$ cat src/rtl/hazard_ctrl.sv
// Hazard and forwarding controller for the five-stage RV32I pipeline.
// Tracks in-flight destinations in an X/M/W shadow pipeline and drives bypass, stall and flush controls.
module hazard_ctrl #(
    parameter logic [31:0] NOP_INST = 32'h00000013,
    parameter int unsigned CNT_W    = 16
) (
    input  logic             clk,
    input  logic             reset,
    input  logic [31:0]      inst_d,
    input  logic             pcsel_x,
    output logic [1:0]       byp_a_x,
    output logic [1:0]       byp_b_x,
    output logic             byp_a_d,
    output logic             byp_b_d,
    output logic             stall_fd,
    output logic             bubble_x,
    output logic             flush_d,
    output logic [CNT_W-1:0] stall_cnt,
    output logic [CNT_W-1:0] flush_cnt
);

    localparam logic [6:0] OP_LCC   = 7'b0000011;
    localparam logic [6:0] OP_SCC   = 7'b0100011;
    localparam logic [6:0] OP_BCC   = 7'b1100011;
    localparam logic [6:0] OP_RCC   = 7'b0110011;
    localparam logic [6:0] OP_MCC   = 7'b0010011;
    localparam logic [6:0] OP_JAL   = 7'b1101111;
    localparam logic [6:0] OP_JALR  = 7'b1100111;
    localparam logic [6:0] OP_LUI   = 7'b0110111;
    localparam logic [6:0] OP_AUIPC = 7'b0010111;

    localparam logic [1:0] BYP_NONE = 2'b00;
    localparam logic [1:0] BYP_MX   = 2'b01;
    localparam logic [1:0] BYP_WX   = 2'b10;

    typedef struct packed {
        logic [4:0] rd;
        logic       wr_en;
        logic       is_load;
        logic [4:0] rs1;
        logic [4:0] rs2;
        logic       rs1_used;
        logic       rs2_used;
    } slot_t;

    // Register-usage decode; wr_en is cleared for rd == x0 so x0 can never match.
    function automatic slot_t decode(input logic [31:0] inst);
        slot_t s;
        logic  wr;
        s     = '0;
        wr    = 1'b0;
        s.rd  = inst[11:7];
        s.rs1 = inst[19:15];
        s.rs2 = inst[24:20];
        case (inst[6:0])
            OP_RCC: begin
                wr         = 1'b1;
                s.rs1_used = 1'b1;
                s.rs2_used = 1'b1;
            end
            OP_MCC, OP_JALR: begin
                wr         = 1'b1;
                s.rs1_used = 1'b1;
            end
            OP_LCC: begin
                wr         = 1'b1;
                s.is_load  = 1'b1;
                s.rs1_used = 1'b1;
            end
            OP_SCC, OP_BCC: begin
                s.rs1_used = 1'b1;
                s.rs2_used = 1'b1;
            end
            OP_JAL, OP_LUI, OP_AUIPC: begin
                wr = 1'b1;
            end
            default: begin
                wr = 1'b0;
            end
        endcase
        s.wr_en = wr && (s.rd != 5'd0);
        return s;
    endfunction

    slot_t nop_slot;
    slot_t dec_d;
    slot_t x_q, m_q, w_q;
    slot_t x_d;
    logic  ld_use;

    logic [CNT_W-1:0] stall_cnt_q, stall_cnt_d;
    logic [CNT_W-1:0] flush_cnt_q, flush_cnt_d;

    assign nop_slot = decode(NOP_INST);

    // Hazard detection and control outputs; all forced low while reset is held.
    always_comb begin
        dec_d       = decode(inst_d);
        byp_a_x     = BYP_NONE;
        byp_b_x     = BYP_NONE;
        byp_a_d     = 1'b0;
        byp_b_d     = 1'b0;
        ld_use      = 1'b0;
        stall_fd    = 1'b0;
        bubble_x    = 1'b0;
        flush_d     = 1'b0;
        stall_cnt_d = stall_cnt_q;
        flush_cnt_d = flush_cnt_q;
        x_d         = dec_d;

        if (!reset) begin
            if (m_q.wr_en && x_q.rs1_used && (m_q.rd == x_q.rs1)) begin
                byp_a_x = BYP_MX;
            end else if (w_q.wr_en && x_q.rs1_used && (w_q.rd == x_q.rs1)) begin
                byp_a_x = BYP_WX;
            end
            if (m_q.wr_en && x_q.rs2_used && (m_q.rd == x_q.rs2)) begin
                byp_b_x = BYP_MX;
            end else if (w_q.wr_en && x_q.rs2_used && (w_q.rd == x_q.rs2)) begin
                byp_b_x = BYP_WX;
            end

            byp_a_d = w_q.wr_en && dec_d.rs1_used && (w_q.rd == dec_d.rs1);
            byp_b_d = w_q.wr_en && dec_d.rs2_used && (w_q.rd == dec_d.rs2);

            ld_use = x_q.is_load && x_q.wr_en &&
                     ((dec_d.rs1_used && (x_q.rd == dec_d.rs1)) ||
                      (dec_d.rs2_used && (x_q.rd == dec_d.rs2)));

            // A redirect kills the stalled instruction, so the flush wins.
            flush_d  = pcsel_x;
            bubble_x = pcsel_x || ld_use;
            stall_fd = ld_use && !pcsel_x;
        end

        if (bubble_x) begin
            x_d = nop_slot;
        end
        if (stall_fd && !(&stall_cnt_q)) begin
            stall_cnt_d = stall_cnt_q + CNT_W'(1);
        end
        if (flush_d && !(&flush_cnt_q)) begin
            flush_cnt_d = flush_cnt_q + CNT_W'(1);
        end
    end

    always_ff @(posedge clk) begin
        if (reset) begin
            x_q         <= nop_slot;
            m_q         <= nop_slot;
            w_q         <= nop_slot;
            stall_cnt_q <= '0;
            flush_cnt_q <= '0;
        end else begin
            x_q         <= x_d;
            m_q         <= x_q;
            w_q         <= m_q;
            stall_cnt_q <= stall_cnt_d;
            flush_cnt_q <= flush_cnt_d;
        end
    end

    assign stall_cnt = stall_cnt_q;
    assign flush_cnt = flush_cnt_q;

    // Source fields of older slots and non-register instruction bits carry no hazard information.
    logic unused_bits;
    assign unused_bits = ^{inst_d[31:25], inst_d[14:12],
                           m_q.is_load, m_q.rs1, m_q.rs2, m_q.rs1_used, m_q.rs2_used,
                           w_q.is_load, w_q.rs1, w_q.rs2, w_q.rs1_used, w_q.rs2_used};

endmodule
$ cat config.mk
export PLATFORM = sky130hd
export DESIGN_NAME = hazard_ctrl
export DESIGN_NICKNAME = d
export VERILOG_FILES = /design/src/rtl/hazard_ctrl.sv
export SDC_FILE = /design/constraint.sdc
export NUM_CORES = 1
export LEC_CHECK = 0
export ABC_AREA = 1
export CAP_MARGIN = 20
export CORE_ASPECT_RATIO = 0.9
export CORE_MARGIN = 10
export CORE_UTILIZATION = 55
export DETAILED_ROUTE_END_ITERATION = 12
export GPL_TIMING_DRIVEN = 0
export PLACE_DENSITY = 0.95
export SLEW_MARGIN = 20
export SYNTH_ARGS = -nofsm -noshare
export SYNTH_HDL_FRONTEND = slang
export SYNTH_SLANG_ARGS = --single-unit
$ cat constraint.sdc
create_clock -name clk -period 2.65 [get_ports clk]
set_input_delay 0.53 -clock clk [delete_from_list [all_inputs] [get_ports clk]]
set_output_delay 0.53 -clock clk [all_outputs]
set_load 0.01 [all_outputs]
# [After elaboration in Yosys (flattened, before gate mapping)]
# Cells that the tools add are included.
[totals] ff_bits=63 output_inout_bits=41
[op_classes] n_mux=15 eq_ne=17 reduce_logical=32 add_sub_neg=2
[ops] op="5-bit == test" n=8
[ops] op="16-bit by 1-bit adder with 16-bit output, second input constant" n=2
[ops] op="16-bit AND reduction" n=2
[ops] op="7-bit by 6-bit == test with 1-bit output, second input constant" n=3
[ops] op="7-bit == test, second input constant" n=3
[ops] op="1-bit logical AND" n=20
[ops] op="7-bit by 5-bit == test with 1-bit output, second input constant" n=2
[ops] op="2-bit two-way mux" n=6
[ops] op="1-bit two-way mux" n=9
[ops] op="7-bit by 2-bit == test with 1-bit output, second input constant" n=1
[ops] op="7-bit OR reduction" n=1
[ops] op="6-bit OR reduction" n=1
[ops] op="5-bit nonzero test" n=1
[ops] op="1-bit zero test" n=3
[ops] op="3-bit OR reduction" n=1
[ops] op="1-bit logical OR" n=2
[ops] op="2-bit OR reduction" n=1

# [Logic depth before layout (Yosys ltp)]
# Gate-level depths: netlist of the first run.
[logic_depth] word_depth=9 depth_mapped=12

# [Least setup slack after synthesis of the first run]
# Ideal clock, no wire load.
[synth_path] kind="input-to-output" start="input port inst_d[2]" end="output port bubble_x" slack_ps=654 n_path_buf=0 t_arrival_ps=1466 stages=9 path_cell_list="nor2_2 > nand2_1 > nor2_1 > nor2_1 > nand2_2 > nand2_2 > a21oi_2 > inv_2 > a21oi_1"
[synth_between] elab_chain_cells=8
[synth_rtl] element="start, declared" line="9" text="input logic [31:0] inst_d,"
[synth_rtl] element="7-bit by 6-bit == test with 1-bit output (tied with other cells)" line="55" text="case (inst[6:0])"
[synth_rtl] element="6-bit OR reduction (no source line) or 3-bit OR reduction (tied branches)"
[synth_rtl] element="1-bit two-way mux" line="55"
[synth_rtl] element="1-bit logical AND, on equally long branches" line="127, 128"
[synth_rtl] element="1-bit logical OR (*)" line="127" text="((dec_d.rs1_used && (x_q.rd == dec_d.rs1)) ||"
[synth_rtl] element="1-bit logical AND (*)" line="126" text="ld_use = x_q.is_load && x_q.wr_en &&"
[synth_rtl] element="1-bit logical OR (*)" line="132" text="bubble_x = pcsel_x || ld_use;"
[synth_rtl] element="1-bit two-way mux (*)" line="111" text="if (!reset) begin"
[synth_rtl] element="end, declared" line="16" text="output logic bubble_x,"
# Every way passes the cells marked *; elsewhere a longest branch is shown, timed or not.

# [Final worst setup path of the first run]
[layout_path] start="input port inst_d[1]" end="output port bubble_x"
# Same word-level chain as after synthesis.

==> results.json, run 1 <==
{
  "status": "complete, no violations",
  "clockRootBuffer": "clkbuf_8",
  "pwr_density_cell_nw_per_um2": 463,
  "worstSkewPairLatency_ps": 350,
  "ioPinCount": 76,
  "routed_wl_mm": 9.75,
  "synthArstFlopShare": 0,
  "avgSynthCellArea_um2": 6.42,
  "grt_pass1_wl_mm": 15.4,
  "grt_antenna_before_repair": 0,
  "grt_max_degree": 11,
  "placed_cell_area_um2": 4160,
  "worst_hold_slack_ps": 442,
  "clk_path_buf_depth": 2,
  "hold_viol_final": 0,
  "clkSinkCount": 63,
  "antenna_left": 0,
  "syn-num-nets": 569,
  "htree_levels": 3,
  "diodes": 0,
  "die_w_um": 103,
  "reg2reg_depth": 14,
  "r2r-end": "x_q[6]",
  "drive_gt1_frac": 0.118,
  "ys_warn_count": 0,
  "final_area_um2": 4530,
  "end_kind": "output pin",
  "routedWlPerCell_um": 14.1,
  "cap_violations": 0,
  "required_ps": 2120,
  "worstPathArrival_ps": 2110,
  "gp_congestion": 0.900,
  "synth_cells": 532,
  "dpl.cell_count": 669,
  "std_cell_rows": 27,
  "total_leakage_power_nw": 1.96,
  "grt_overflow": 0,
  "coreArea_um2": 6080,
  "finalCritPeriodShare": 0.995,
  "die_h_um": 94.8,
  "synth-edff-count": 0,
  "ys_seq_area_frac": 0.369,
  "dp_hpwl_mm": 7.06,
  "setup-violations-final": 0,
  "finalCriticalPeriod_ps": 2640,
  "clk_pin_slew_ps": 70,
  "synth_cell_types": 40,
  "min-delay-start": "x_q[13]",
  "cts_buffers": 9,
  "tightestPinTransition_ps": 514,
  "power_mw": 2.09,
  "crit_type": "input port to output pin",
  "num_vias": 3708,
  "max-slew-margin-rel": 0.657,
  "io_buffers": 65,
  "die_area_um2": 9760,
  "drtIter0Drc": 292,
  "rsz0062_at_grt": "true",
  "r2r_slack_ps": 780,
  "crit_fanout": 4,
  "first_global_vias": 3429,
  "ir_drop_v": 0.000264,
  "hold_depth": 2,
  "fin_util": 0.744,
  "fmax_mhz": 379,
  "initial_utilization": 0.562,
  "syn_area_um2": 3410,
  "worstReg2RegStart": "x_q[18]",
  "ys.flop_type": "dfxtp_1",
  "drv_slew": 0,
  "holdPathEnd": "m_q[13]",
  "final_nets": 653,
  "drc_errors": 0,
  "syn_to_final_growth_pct": 32.6,
  "first_pass_iters": 5,
  "grt.total_usage": 0.195,
  "post_drt_via_cell_ratio": 5.36,
  "ys_seq_elements": 63,
  "hp-class": "register to register",
  "final_cells": 692,
  "finClkSkew_ps": 8.31,
  "start_kind": "input port",
  "cts_tree": "done"
}
[cell usage in the layout (no fill, tap or decap), types with 11 or more instances in the layout]
master and count:
inv_2 11, nand2_1 99, nand4_1 18, o21ai_0 21
inv_1 91, nand3_1 20, dfxtp_1 63, a21oi_1 12
nor2_1 103, clkdlybuf4s50_1 49
[synth_stat cells, drive strengths merged, types with 2 or more instances]
| library cell | instances | area (um^2) |
|---|---|---|
| a21oi | 15 | 78.8 |
| a221oi | 4 | 35.0 |
| buf | 2 | 16.3 |
| clkbuf | 5 | 18.8 |
| dfxtp | 63 | 1260 |
| ha | 2 | 25.0 |
| inv | 102 | 383 |
| nand2 | 107 | 422 |
| nand3 | 23 | 125 |
| nand4 | 20 | 146 |
| nor2 | 114 | 443 |
| nor3 | 9 | 45.0 |
| nor3b | 2 | 15.0 |
| nor4 | 5 | 31.3 |
| o211ai | 2 | 15.0 |
| o21a | 2 | 15.0 |
| o21ai | 26 | 130 |
| o21bai | 4 | 30.0 |
| o22ai | 9 | 56.3 |
| xnor2 | 5 | 43.8 |
| xor2 | 2 | 17.5 |
[cell type report]
type,count,area (um^2)
inverter,103,392
multi-input combinational,359,1830
buffer,7,36.3
tap,72,90.1
sequential,63,1260
fill,457,1550
timing repair buffer,73,706
clock inverter,4,70.1
clock buffer,11,141
[registers in the layout, indices dropped and copies added (netlist names)]
signal and cells:
flush_cnt 16, m_q 6, stall_cnt 16, w_q 6, x_q 19
[per-stage QoR]
stage | setup WS [ps] | setup TNS [ps]
final | 14.0 | 0
after global routing | -107 | -173
after CTS | -50.6 | -50.6
after detailed placement | -542 | -2540
after global placement | -511 | -2620
after floorplan | 654 | 0
[cells by family (layout without fill, tap and decap cells)]
logic type / Yosys count / in the layout / share of synthesized area
AO/OA/AOI/OAI: 65 / 65 / 0.112
flip-flops: 63 / 63 / 0.369
AND/OR/NAND/NOR: 285 / 285 / 0.370
adder cells (fa/ha/maj): 2 / 2 / 0.00733
buffers and inverters: 110 / 198 / 0.123
XOR/XNOR: 7 / 7 / 0.0180
[worst max-delay path: stages]
cell             delay (ps)
clkdlybuf4s50_1         450
nand2_1                  60
inv_2                   110
nand2_2                  80
nor2_2                  130
nor2_2                   60
nand2_2                 100
nand2_4                  70
a21oi_4                 150
inv_2                    60
a21oi_2                 150
buf_2                   150
[report_power, final]
| part | switching, mW | internal [mW] |
|---|---|---|
| registers | 0.0158 | 0.963 |
| logic | 0.110 | 0.0810 |
| clock network | 0.378 | 0.547 |
| total | 0.503 | 1.59 |
[worst max-delay path by stage]
stage / from / to / slack [ps] / cells past startpoint
CTS: inst_d[15] / bubble_x / -50 / 12
finish: inst_d[1] / bubble_x / 10 / 12
detailed placement: inst_d[16] / bubble_x / -540 / 12
floorplan: inst_d[2] / bubble_x / 650 / 9
global route: inst_d[3] / bubble_x / -110 / 10
global placement: inst_d[5] / bubble_x / -510 / 10
[what timing repair did]
action,in CTS,in global routing
pin swaps,4,13
hold buffers,0,0
setup endpoints to repair,8,6
gates resized for setup,26,30
setup buffers,2,6
[per-layer routing]
layer | share of wire | GRT usage | routed length (um)
met1 | 0.41 | 0.235 | 4040
met4 | 0.030 | 0.110 | 294
met5 | 0 | 0 | 0
met3 | 0.085 | 0.0445 | 832
met2 | 0.47 | 0.315 | 4580
Note: power is estimated with default switching activity, not from simulation.
==> inputs of run 2 (changes only) <==
- ABC_AREA: 1 -> unset
- CORE_UTILIZATION: 55 -> 53
- HOLD_SLACK_MARGIN: unset -> 0.06
- PLACE_DENSITY: 0.95 -> 0.85
==> results.json, run 2 <==
{
  "drive_gt1_frac": 0.150,
  "setup_ws_ps": -48.5,
  "ys_warn_count": 0,
  "tns_ps": -48.5,
  "finalCriticalPeriod_ps": 2700,
  "hp-class": "input port to register",
  "syn_area_um2": 3000,
  "path_cells": "buf_6 > and3b_2 > o21ai_4 > or4_4 > buf_6 > a21oi_4 > nor2_2 > nor2_1 > buf_2",
  "power_mw": 1.98,
  "clk_pin_slew_ps": 60,
  "max-slew-margin-rel": 0.605,
  "place_ws_ps": -1100,
  "num_vias": 2951,
  "grt_antenna_before_repair": 0,
  "slowest_delay_ps": 550,
  "avgSynthCellArea_um2": 8.68,
  "fmax_mhz": 371,
  "crit_type": "input port to output pin",
  "synth_cell_types": 44,
  "violations": "negative setup slack",
  "grt_overflow": 0,
  "total_leakage_power_nw": 1.42,
  "synth_area_leader_cell": "dfxtp_1",
  "cts_tree": "done",
  "die_h_um": 91.4,
  "critical_path.top_delay_family": "simple AND/OR/NAND/NOR gates",
  "die_w_um": 99.3,
  "grt_pass1_wl_mm": 13.9,
  "required_ps": 2120,
  "finalCritPeriodShare": 1.02,
  "ys_seq_area_frac": 0.420,
  "tightestPinTransition_ps": 589,
  "pwr_density_cell_nw_per_um2": 489,
  "dp_hpwl_mm": 6.05,
  "n_fill_cell": 391,
  "worstSkewPairLatency_ps": 340,
  "syn_to_final_growth_pct": 34.6,
  "drc_errors": 0,
  "cts_buffers": 9,
  "finClkSkew_ps": 7.83,
  "clk_path_buf_depth": 2,
  "synth-edff-count": 0,
  "hold_viol_final": 0,
  "worstPathArrival_ps": 2170,
  "setup-violations-final": 1,
  "grt_max_degree": 11,
  "final_common_cell": "dfxtp_1",
  "diodes": 0,
  "ys.flop_type": "dfxtp_1",
  "synthArstFlopShare": 0,
  "mostFrequentLayoutCells": "dfxtp_1 (60), clkdlybuf4s50_1 (44), xnor2_1 (32), nor2_1 (29), nand2_1 (22)",
  "clkSinkCount": 63,
  "cap_violations": 0,
  "synth_area_leaders": "dfxtp_1 (42%), xnor2_1 (9.6%), xor2_1 (4.4%)",
  "drtIter0Drc": 232,
  "die_area_um2": 9080,
  "fin_util": 0.751,
  "coreArea_um2": 5380,
  "ys_seq_elements": 63,
  "first_pass_iters": 5,
  "grt.total_usage": 0.186,
  "std_cell_rows": 25,
  "syn-num-nets": 383,
  "synth.most_common_cell": "dfxtp_1",
  "io_buffers": 64,
  "regMostFlops": "x_q",
  "gp_congestion": 0.915,
  "final_nets": 466,
  "synth.top_cells.by_count": "dfxtp_1 (63), xnor2_1 (33), nor2_1 (31)",
  "drv_slew": 0,
  "first_global_vias": 2770,
  "synth_cells": 346,
  "htree_levels": 3,
  "rsz0062_at_grt": "true",
  "ir_drop_v": 0.000330,
  "end_kind": "output pin",
  "initial_utilization": 0.558,
  "crit_fanout": 3,
  "slowest_stage": "or4_4",
  "crit_buf_inv": 3,
  "post_drt_via_cell_ratio": 5.90,
  "crit_top_cell": "buf_6",
  "start_kind": "input port",
  "routedWlPerCell_um": 17.6,
  "largest_register_ff_count": 19,
  "ioPinCount": 76,
  "routed_wl_mm": 8.82,
  "status": "finished, violations left",
  "final_area_um2": 4040,
  "clockRootBuffer": "clkbuf_8",
  "cts_hold_buf": 0,
  "antenna_left": 0,
  "placed_cell_area_um2": 3730,
  "synth_top_area_share": 0.420
}
==> run 2: what timing repair did <==
action                     4_1_cts  5_1_grt
setup endpoints to repair       17       17
resized for setup               74       17
buffers inserted                10        4
pin swaps                       14       12
gates cloned                     0        0
==> run 2: through the flow <==
stage,cells,hold WS [ps]
6_report,500,486
5_1_grt,500,477
4_1_cts,501,466
3_5_place_dp,477,486
3_3_place_gp,477,479
2_1_floorplan,346,460
==> run 2: final timing paths <==
check	startpoint	endpoint	slack, ps	depth (start not counted)
max	inst_d[3]	bubble_x	-50	9
min	inst_d[1]	x_q[13]	490	3
max reg2reg	x_q[14]	stall_cnt[11]	140	8
min reg2reg	m_q[13]	w_q[13]	490	1
==> run 2: power by group <==
group / switching, mW / internal, mW
clock network: 0.361 / 0.479
registers: 0.0187 / 0.963
logic: 0.0774 / 0.0786
==> run 2: worst min-delay path, stage by stage <==
cell	delay, ps
buf_2	100
o2111ai_1	80
nor4_1	60
==> run 2: layout make-up <==
cell class              count  area, um^2  share of cell area
multi-input cells         261        1730               0.429
clock buffers              12         155              0.0384
plain buffers              11        48.8              0.0121
flip-flops and latches     63        1270               0.314
repair buffers             78         692               0.171
inverters                   5        18.8             0.00464
well taps                  67        83.8              0.0207
clock inverters             3        42.5              0.0105
==> run 2: cells by family after synthesis <==
kind of cell	after synthesis	synth area share
buffers and inverters	22	0.0300
AO/OA/AOI/OAI	52	0.109
adder cells (fa/ha/maj)	2	0.00834
AND/OR/NAND/NOR	159	0.292
flip-flops	63	0.420
XOR/XNOR	48	0.140
==> run 2: layer usage <==
metal | GRT usage | up-vias | share of wire
met1 | 0.227 | 1392 | 0.42
met5 | 0 | - | 0
met2 | 0.295 | 131 | 0.47
met3 | 0.0644 | 27 | 0.081
li1 | - | 1401 | -
met4 | 0.0692 | 0 | 0.026
==> inputs of run 3 (changes only) <==
- HOLD_SLACK_MARGIN: 0.06 -> 0.03
==> results of run 3 <==
Same layout as run 2: the final DEF is identical, and so are final timing and power.
==> patch, RTL diff (flow settings as in run 3) <==
Change the parameter `CNT_W` from 16 to 32.
--- a/src/rtl/hazard_ctrl.sv
+++ b/src/rtl/hazard_ctrl.sv
@@ -2,7 +2,7 @@
 // Tracks in-flight destinations in an X/M/W shadow pipeline and drives bypass, stall and flush controls.
 module hazard_ctrl #(
     parameter logic [31:0] NOP_INST = 32'h00000013,
-    parameter int unsigned CNT_W    = 16
+    parameter int unsigned CNT_W    = 32
 ) (
     input  logic             clk,
     input  logic             reset,
Ports: changed (resized flush_cnt and stall_cnt); port bits go from 76 to 108. The function was not compared with the original's and may differ.
==> patch against run 3 <==
  * Sequential cell count grew 32
  * Routed wire length rose by 55%
  * Worst hold slack got worse by 0.035 ns
  * Global-route usage rose by 1.3 points
  * Largest cell class unchanged
  * Area after synthesis up 57%
  * Count of clock-buffer cells in the layout fell by 3
  * Setup slack improved by 0.057 ns
  * Largest power group unchanged
  * Register-to-register slack better by 0.07 ns
  * Critical path type is now reg2out
  * Power increased by 33%
  * Clock power grew 15%
  * Non-clock buffer count is 35 higher
  * Design area up 53%
  * First-iteration DRC count increased by 9.1%
  * Critical path depth shrank 2
==> patch: results (changes against run 3) <==
outcome: complete, no violations
first-pass GRT wire length: 21,800 um (+56%)
ranking of synthesized cells by area: dfxtp_1, xor2_1, xnor2_1, nor2_1, nand4_1
Critical R2R Capture: stall_cnt[17]
register area: 1900 um^2 (+50%)
all-layer global routing usage: 20.0% (+1.3 points)
Post-Syn Area: 4710 um^2 (+57%)
Worst-path clk slew: 0.09 ns (+0.03 ns)
R2R cell count: 9 (+1)
Least-Margin Pin Slew: 0.658 ns (+0.0694 ns)
sequential element share of the synthesized area: 40.4% (-1.7 points)
worst hold slack: 0.451 ns (-0.0351 ns)
via count of the first global-routing pass: 4,357 (+57%)
Signal buf overhead: 17.9% (-0.41 points)
Area after DPL: 5820 um^2 (+56%)
layout cells sized above 1: 12.1% (-2.9 points)
Data arrival, critical path: 2.11 ns (-0.06 ns)
largest net degree at the start of global routing: 17 (+6)
final wirelength: 13,700 um (+55%)
LEAKAGE: 2.37 nW (+67%)
clk_lat worst skew: 0.37 ns (+0.03 ns)
Placed Cells: 742 (+56%)
worst setup margin: 0.00887 ns (+0.0574 ns)
Post-CTS Setup Inserts: 4 (-6)
Non-clk invs: 6 (+1)
CTS sink count: 95 (+51%)
number of DRC markers in iteration 0: 253 (+9.1%)
Pre-Repair DR Iteration Count: 6 (+1)
Peak VDD IR: 0.244 mV (-26%)
Clock Network Area Fraction: 3.17% (-1.7 points)
-- patch: changes by cell type after synthesis, sizes merged, moves of 7 or more --
cell / run 3 / this run
a21oi: 19 / 27
and2: 1 / 19
dfxtp: 63 / 95
nand3: 14 / 32
nand4: 16 / 29
nor2: 31 / 53
nor4: 6 / 16
o31ai: 5 / 18
or4: 4 / 20
xnor2: 33 / 26
xor2: 15 / 45
-- patch: logic make-up after synthesis --
group | share of synthesized area [%]
simple gates | 32.6
flops | 40.4
compound gates | 8.97
fa+ha+maj | 0.531
buf+inv | 2.92
mux | 1.41
xor+xnor | 13.2
-- patch: metal layers --
layer	vias up	GRT usage (%)	share of wire (%)
li1	2129	-	-
met1	2145	23.3	41
met2	174	33.8	48
met3	26	6.71	8.4
met4	0	7.31	1.8
met5	-	0	0
-- patch: power by group --
group / internal, mW / switching [mW] / leakage [nW]
registers: 1.44 / 0.0217 / 0.769
logic: 0.0924 / 0.110 / 1.50
clock network: 0.438 / 0.530 / 0.0956
total: 1.97 / 0.661 / 2.37
